==> src/rtl/branch_predictor.sv <==
// +----------------------------------------------------------------------------+
// | branch_predictor: direct-mapped BTB with 2-bit saturating direction counters|
// | Rev 1.0 - initial release                                                  |
// +----------------------------------------------------------------------------+
`default_nettype none

`ifndef SYS_XLEN
`define SYS_XLEN 32
`endif

module branch_predictor #(
  parameter int BP_ENTRIES = 32,
  parameter int IDX_W      = $clog2(BP_ENTRIES)
) (
  input  logic                 clk,
  input  logic                 rst,
  input  logic                 bp_lookup_en,
  input  logic [`SYS_XLEN-1:0] bp_lookup_pc,
  output logic                 bp_pred_hit,
  output logic                 bp_pred_taken,
  output logic [`SYS_XLEN-1:0] bp_pred_target,
  input  logic                 bs_upd_en,
  input  logic [`SYS_XLEN-1:0] bs_upd_pc,
  input  logic                 bs_upd_taken,
  input  logic [`SYS_XLEN-1:0] bs_upd_target
);

  localparam int                c_xlen     = `SYS_XLEN;
  localparam int                c_tag_w    = c_xlen - IDX_W - 2;
  localparam logic [c_xlen-1:0] c_pc_step  = c_xlen'(4);
  localparam logic [1:0]        c_ctr_rst  = 2'b01;
  localparam logic [1:0]        c_ctr_new  = 2'b10;

  logic                r_valid  [BP_ENTRIES];
  logic [c_tag_w-1:0]  r_tag    [BP_ENTRIES];
  logic [c_xlen-1:0]   r_target [BP_ENTRIES];
  logic [1:0]          r_ctr    [BP_ENTRIES];

  logic [IDX_W-1:0]    w_lk_idx;
  logic [c_tag_w-1:0]  w_lk_tag;
  logic                w_lk_hit;
  logic                w_lk_taken;

  logic [IDX_W-1:0]    w_up_idx;
  logic [c_tag_w-1:0]  w_up_tag;
  logic                w_up_hit;
  logic [1:0]          w_up_ctr_next;

  // Word-alignment bits never participate in index or tag.
  logic                w_unused_pc_lsbs;
  assign w_unused_pc_lsbs = ^{bp_lookup_pc[1:0], bs_upd_pc[1:0]};

  function automatic logic [1:0] sat_step(input logic [1:0] ctr, input logic up);
    logic [1:0] res;
    res = ctr;
    if (up && ctr != 2'b11) begin
      res = ctr + 2'b01;
    end else if (!up && ctr != 2'b00) begin
      res = ctr - 2'b01;
    end
    return res;
  endfunction

  // Lookup path reads only registered state, so a same-cycle update is not bypassed.
  always_comb begin
    w_lk_idx   = bp_lookup_pc[IDX_W+1:2];
    w_lk_tag   = bp_lookup_pc[c_xlen-1:IDX_W+2];
    w_lk_hit   = bp_lookup_en && r_valid[w_lk_idx] && (r_tag[w_lk_idx] == w_lk_tag);
    w_lk_taken = w_lk_hit && r_ctr[w_lk_idx][1];
  end

  always_comb begin
    bp_pred_hit    = 1'b0;
    bp_pred_taken  = 1'b0;
    bp_pred_target = '0;
    if (bp_lookup_en) begin
      bp_pred_hit    = w_lk_hit;
      bp_pred_taken  = w_lk_taken;
      bp_pred_target = w_lk_taken ? r_target[w_lk_idx] : (bp_lookup_pc + c_pc_step);
    end
  end

  always_comb begin
    w_up_idx      = bs_upd_pc[IDX_W+1:2];
    w_up_tag      = bs_upd_pc[c_xlen-1:IDX_W+2];
    w_up_hit      = r_valid[w_up_idx] && (r_tag[w_up_idx] == w_up_tag);
    w_up_ctr_next = sat_step(r_ctr[w_up_idx], bs_upd_taken);
  end

  // Not-taken misses are dropped so a cold branch never evicts a trained entry.
  always_ff @(posedge clk) begin
    if (rst) begin
      for (int i = 0; i < BP_ENTRIES; i++) begin
        r_valid[i]  <= 1'b0;
        r_tag[i]    <= '0;
        r_target[i] <= '0;
        r_ctr[i]    <= c_ctr_rst;
      end
    end else if (bs_upd_en) begin
      if (w_up_hit) begin
        r_ctr[w_up_idx] <= w_up_ctr_next;
        if (bs_upd_taken) begin
          r_target[w_up_idx] <= bs_upd_target;
        end
      end else if (bs_upd_taken) begin
        r_valid[w_up_idx]  <= 1'b1;
        r_tag[w_up_idx]    <= w_up_tag;
        r_target[w_up_idx] <= bs_upd_target;
        r_ctr[w_up_idx]    <= c_ctr_new;
      end
    end
  end

endmodule

`default_nettype wire

==> config.mk <==
export PLATFORM = sky130hd
export DESIGN_NAME = branch_predictor
export DESIGN_NICKNAME = d
export VERILOG_FILES = /design/src/rtl/branch_predictor.sv
export SDC_FILE = /design/constraint.sdc
export NUM_CORES = 2
export LEC_CHECK = 0
export ABC_AREA = 0
export BUFFER_PORTS_ARGS = -buffer_cell sky130_fd_sc_hd__clkbuf_2
export CORE_MARGIN = 5
export CORE_UTILIZATION = 65
export CTS_CLUSTER_SIZE = 24
export DETAILED_ROUTE_END_ITERATION = 12
export GPL_TIMING_DRIVEN = 0
export PLACE_DENSITY_LB_ADDON = 0.08
export SYNTH_ARGS = -nofsm -noshare
export SYNTH_HDL_FRONTEND = slang
export SYNTH_SLANG_ARGS = --single-unit
==> constraint.sdc <==
create_clock -name clk -period 12 [get_ports clk]
set_clock_uncertainty 0.15 [all_clocks]
set_input_delay 1.2 -clock clk [delete_from_list [all_inputs] [get_ports clk]]
set_output_delay 1.2 -clock clk [all_outputs]
set_load 0.01 [all_outputs]
==> impl_metrics.toml, run 1 <==
[logic_synthesis]
synth.ff_latch_count = 1920
syn_area_um2 = 96800
ys_warn_count = 0
ys.flop_type = "edfxtp_1"
syn-num-nets = 6909
syn_avg_cell_area_um2 = 14.2
synth_cell_types = 65
synth_cells = 6805
synth-edff-count = 1888
yosysSeqAreaShare_pct = 59.3
synth-async-reset-ratio_pct = 0

[clock_tree]
ctsHoldBuffers = 0
clockBufferDepth = 3
cts_made_buffers = 192
cts_sinks = 1920
cts_resized = 0
cts_htree_levels = 4
cts_root_buf = "clkbuf_16"
postCtsSetupRepairBufs = 0

[place]
gp_congestion = 1.27
portBuffers = 125
dp_hpwl_um = 389000
place_inst = 8971

[run_status]
error = "[ERROR GRT-0116] Global routing finished with congestion. Check the congestion regions in the DRC Viewer."
run_status = "aborted with a tool error"
failed_stage = "5_1_grt"

[die]
fp.dieH_um = 396
die_w_um = 396
ios = 135
row_count = 141
start_util_pct = 65.5

[global_routing]
first_global_vias = 100000
grt_usage_pct = 86.3
grt_pass1_wl_um = 940000
grt.overflow.total = 2216
grt_max_degree = 33
stage by stage:
step | setup WS, ns | cell area (µm²) | hold WS (ns)
floorplan | 5.88 | 96800 | 0.311
global placement | 1.17 | 99800 | 0.324
detailed placement | 1.21 | 102000 | 0.348
CTS | 1.05 | 109000 | 0.382
per-layer routing:
metal	GRT usage (%)	overflow
met1	86.9	110
met2	95.9	1145
met3	77.6	157
met4	85.2	763
met5	56.3	41
logic make-up after synthesis:
kind of cell | after synthesis | synth area share, %
AND/OR/NAND/NOR | 2198 | 14.1
flip-flops | 1920 | 59.3
multiplexers | 1071 | 17.5
buffers and inverters | 912 | 3.97
AO/OA/AOI/OAI | 646 | 4.68
XOR/XNOR | 55 | 0.498
adder cells (fa/ha/maj) | 3 | 0.0388
cells in the mapped netlist, types with 9 or more instances:
cell | number | share of area (%)
edfxtp_1 | 1888 | 59
and3_1 | 1811 | 12
clkbuf_1 | 663 | 2.6
mux2i_1 | 570 | 5.9
mux4_2 | 492 | 11
o22ai_1 | 205 | 1.3
buf_2 | 186 | 0.96
a21o_1 | 70 | 0.54
a22oi_1 | 68 | 0.53
nand2_1 | 55 | 0.21
nor4_1 | 54 | 0.35
nor2_1 | 46 | 0.18
a211oi_1 | 43 | 0.33
nand3_1 | 41 | 0.21
and2_1 | 40 | 0.26
and3b_1 | 39 | 0.35
xnor2_1 | 38 | 0.34
a21oi_1 | 37 | 0.19
a22o_1 | 36 | 0.33
o211ai_1 | 36 | 0.28
o31ai_1 | 35 | 0.27
dfxtp_1 | 32 | 0.66
a31oi_1 | 30 | 0.19
o21ai_0 | 22 | 0.11
buf_4 | 21 | 0.16
nand4_1 | 21 | 0.14
a221oi_1 | 17 | 0.15
xor2_1 | 17 | 0.15
buf_1 | 16 | 0.062
o221ai_1 | 16 | 0.14
buf_6 | 14 | 0.16
nor3_1 | 14 | 0.072
inv_1 | 12 | 0.047
or3_1 | 11 | 0.071
mux2_2 | 9 | 0.10
nor2b_1 | 9 | 0.058
or4_1 | 9 | 0.070
==> run 2, diff against run 1 <==
--- a/config.mk
+++ b/config.mk
@@ -8,11 +8,10 @@
 export ABC_AREA = 0
 export BUFFER_PORTS_ARGS = -buffer_cell sky130_fd_sc_hd__clkbuf_2
 export CORE_MARGIN = 5
-export CORE_UTILIZATION = 65
-export CTS_CLUSTER_SIZE = 24
+export CORE_UTILIZATION = 40
 export DETAILED_ROUTE_END_ITERATION = 12
 export GPL_TIMING_DRIVEN = 0
-export PLACE_DENSITY_LB_ADDON = 0.08
+export PLACE_DENSITY_LB_ADDON = 0.15
 export SYNTH_ARGS = -nofsm -noshare
 export SYNTH_HDL_FRONTEND = slang
 export SYNTH_SLANG_ARGS = --single-unit
==> run 2 against run 1 <==
Against the previous run: the flow now finishes, with violations (capacitance limit, slew limit); synthesized cell count is the same; synthesized area is the same.
==> impl_metrics.toml, run 2 <==
[logic_synthesis]
synth_most_common_cell = "edfxtp_1"
synth.ff_latch_count = 1920
synth-simple-area-share_pct = 14.1
synth_compound_area_share_pct = 4.68
synthXorXnorAreaFrac_pct = 0.498
synth_top_family_by_area = "multiplexers"
synth_cell_types = 65
syn_area_um2 = 96800
synth-async-reset-ratio_pct = 0
syn-num-nets = 6909
yosysSeqAreaShare_pct = 59.3
yosys.area.top_type_share_pct = 58.6
synth_commonest_cells = "edfxtp_1 (1888), and3_1 (1811), clkbuf_1 (663)"
ys.flop_type = "edfxtp_1"
yosys.area_share.adder_pct = 0.0388
yosys.area.top_type = "edfxtp_1"
netlist_top_cells_area = "edfxtp_1 (59%), and3_1 (12%), mux4_2 (11%)"
ys_warn_count = 0
synth_cells = 6805
syn_avg_cell_area_um2 = 14.2
synth-edff-count = 1888
synth_mux_area_share_pct = 17.5

[clock_tree]
cts_htree_levels = 4
cts_root_buf = "clkbuf_16"
postCtsSetupRepairBufs = 0
ctsHoldBuffers = 0
clk_pin_slew_ns = 0.06
cts_made_buffers = 216
cts_sinks = 1920
cts_resized = 0
clk_latency_ns = 0.95
cts_tree = "built"
clockBufferDepth = 3

[pwr]
powerDensity_nw_per_um2 = 151
intPower_w = 0.0120
irDropWorstVdd_uv = 139
netSwitchingPower_w = 0.00495
seqPwrFrac_pct = 46.3
report.power.total_w = 0.0169
power_frac_comb_pct = 14.5
p_leak_nw = 45.1
swShare_pct = 29.3
clockPowerShare_pct = 39.2

[critical_path]
arrival_ns = 10.63
start_kind = "input port"
crit_buf_inv = 9
crit_fanout = 12
path_cells = "clkbuf_2 > buf_2 > buf_2 > buf_2 > buf_2 > buf_2 > mux4_2 > a21oi_1 > o21ai_0 > mux2i_1 > a211oi_1 > and4_1 > clkbuf_1 > buf_2 > a31oi_1 > a211oi_1 > clkbuf_2"
crit_family = "buffers and inverters"
crit_top_cell = "buf_2"
required_ns = 10.65
crit_slowest_cell = "o21ai_0"
worst-setup-path-type = "input port to output port"
cpPeakStageDelay_ns = 1.11
cp-end-kind = "output port"

[die]
die-area_um2 = 252000
start_util_pct = 40.2
fp.dieH_um = 502
ios = 135
die_w_um = 502
core_um2 = 241000
row_count = 180

[run_status]
run_status = "finished, violations left"
violations = "capacitance limit, slew limit"

[detailed_routing]
wl_per_cell_um = 56.3
vias_per_cell = 7.19
route.vias.total = 77100
drtAntennaViolNets = 0
finalWirelength_um = 603000
dr.pass1.iters = 8
drt_iter0_drc = 12700
drcViolationCount = 0

[place]
gp_congestion = 1.05
dp_hpwl_um = 446000
portBuffers = 125

[global_routing]
grt_usage_pct = 47.2
first_global_vias = 72700
grt_pass1_wl_um = 765000
grt.overflow.total = 0
antenna_found_initial = 79
grt_max_degree = 33

[layout]
regMostFlops = "r_target"
n_fill_cell = 21300
drive_gt1_share_pct = 19.1
post-route-util_pct = 46.4
synthToLayoutAreaGrowth_pct = 15.6
final_common_cell = "edfxtp_1"
mostFrequentLayoutCells = "edfxtp_1 (1888), and3_1 (1811), clkbuf_1 (680), mux2i_1 (570), mux4_2 (492)"
largest_reg_flops = 1024
biggestRegsByFlops = "r_target x1024, r_tag x800, r_ctr x64"
layout.nets = 7392

[timing]
fmax_mhz = 83.4
finalSetupViolCount = 0
fin_crit_ns = 11.98
drv_slew = 172
holdWs_ns = 0.358
slew_headroom_pct = -9.52
tightest_slew_ns = 1.64
period_share_pct = 99.9
hold_violations = 0
rsz0062_at_grt = "false"

[job]
cap_violations = 21

[hold_path]
hold_path_class = "flip-flop to flip-flop"
run 2: routing by layer:
metal | vias to the layer above | track usage [%] | wire, µm
li1 | 28300 | - | -
met4 | 18 | 49.0 | 80600
met2 | 6777 | 70.7 | 265000
met3 | 2123 | 14.1 | 63300
met1 | 39900 | 52.0 | 195000
met5 | - | 0.0386 | 102
run 2: area by class of cell:
class,instances,area [µm²],area share [%]
inverter,12,45.0,0.0403
clock buffer,278,5720,5.12
multi-input combinational,3973,36200,32.4
antenna,75,188,0.168
tap,3185,3990,3.56
buffer,900,3850,3.44
timing repair buffer,265,3370,3.02
clock inverter,115,1090,0.976
sequential,1920,57300,51.3
run 2: logic make-up (layout without fill, tap and decap cells):
group | after synthesis | after routing
other | 0 | 75
AND/OR/NAND/NOR | 2198 | 2198
buffers and inverters | 912 | 1570
adder cells (fa/ha/maj) | 3 | 3
flip-flops | 1920 | 1920
XOR/XNOR | 55 | 55
multiplexers | 1071 | 1071
AO/OA/AOI/OAI | 646 | 646
run 2: worst paths after layout:
check	startpoint	endpoint	slack, ns	cells after the start
worst min register to register	r_valid[18]$_DFF_P_	r_valid[18]$_DFF_P_	0.36	1
worst max-delay path	bp_lookup_pc[3]	bp_pred_target[28]	0.02	17
worst max register to register	r_tag[3][0]$_SDFFCE_PN0P_	r_tag[8][2]$_SDFFCE_PN0P_	4.16	12
worst min-delay path	r_valid[18]$_DFF_P_	r_valid[18]$_DFF_P_	0.36	1
run 2: power groups by stage:
stage          clock, W  sequential (W)  combinational [W]
2_1_floorplan         0         0.00792           0.000981
3_3_place_gp          0         0.00799            0.00221
3_5_place_dp          0         0.00796            0.00232
4_1_cts         0.00657         0.00783            0.00233
5_1_grt         0.00685         0.00786            0.00238
6_report        0.00663         0.00783            0.00246
run 2: metrics by stage:
stage	TNS [ns]	setup WS [ns]	std cells	cell area [µm²]
floorplan	0	5.88	6805	96800
finish	0	0.0165	10700	112000
global placement	-4.77	-0.602	10100	101000
CTS	0	0.869	10600	112000
detailed placement	0	0.890	10300	105000
global route	0	0.280	10700	112000
(Power assumes the default switching activity.)
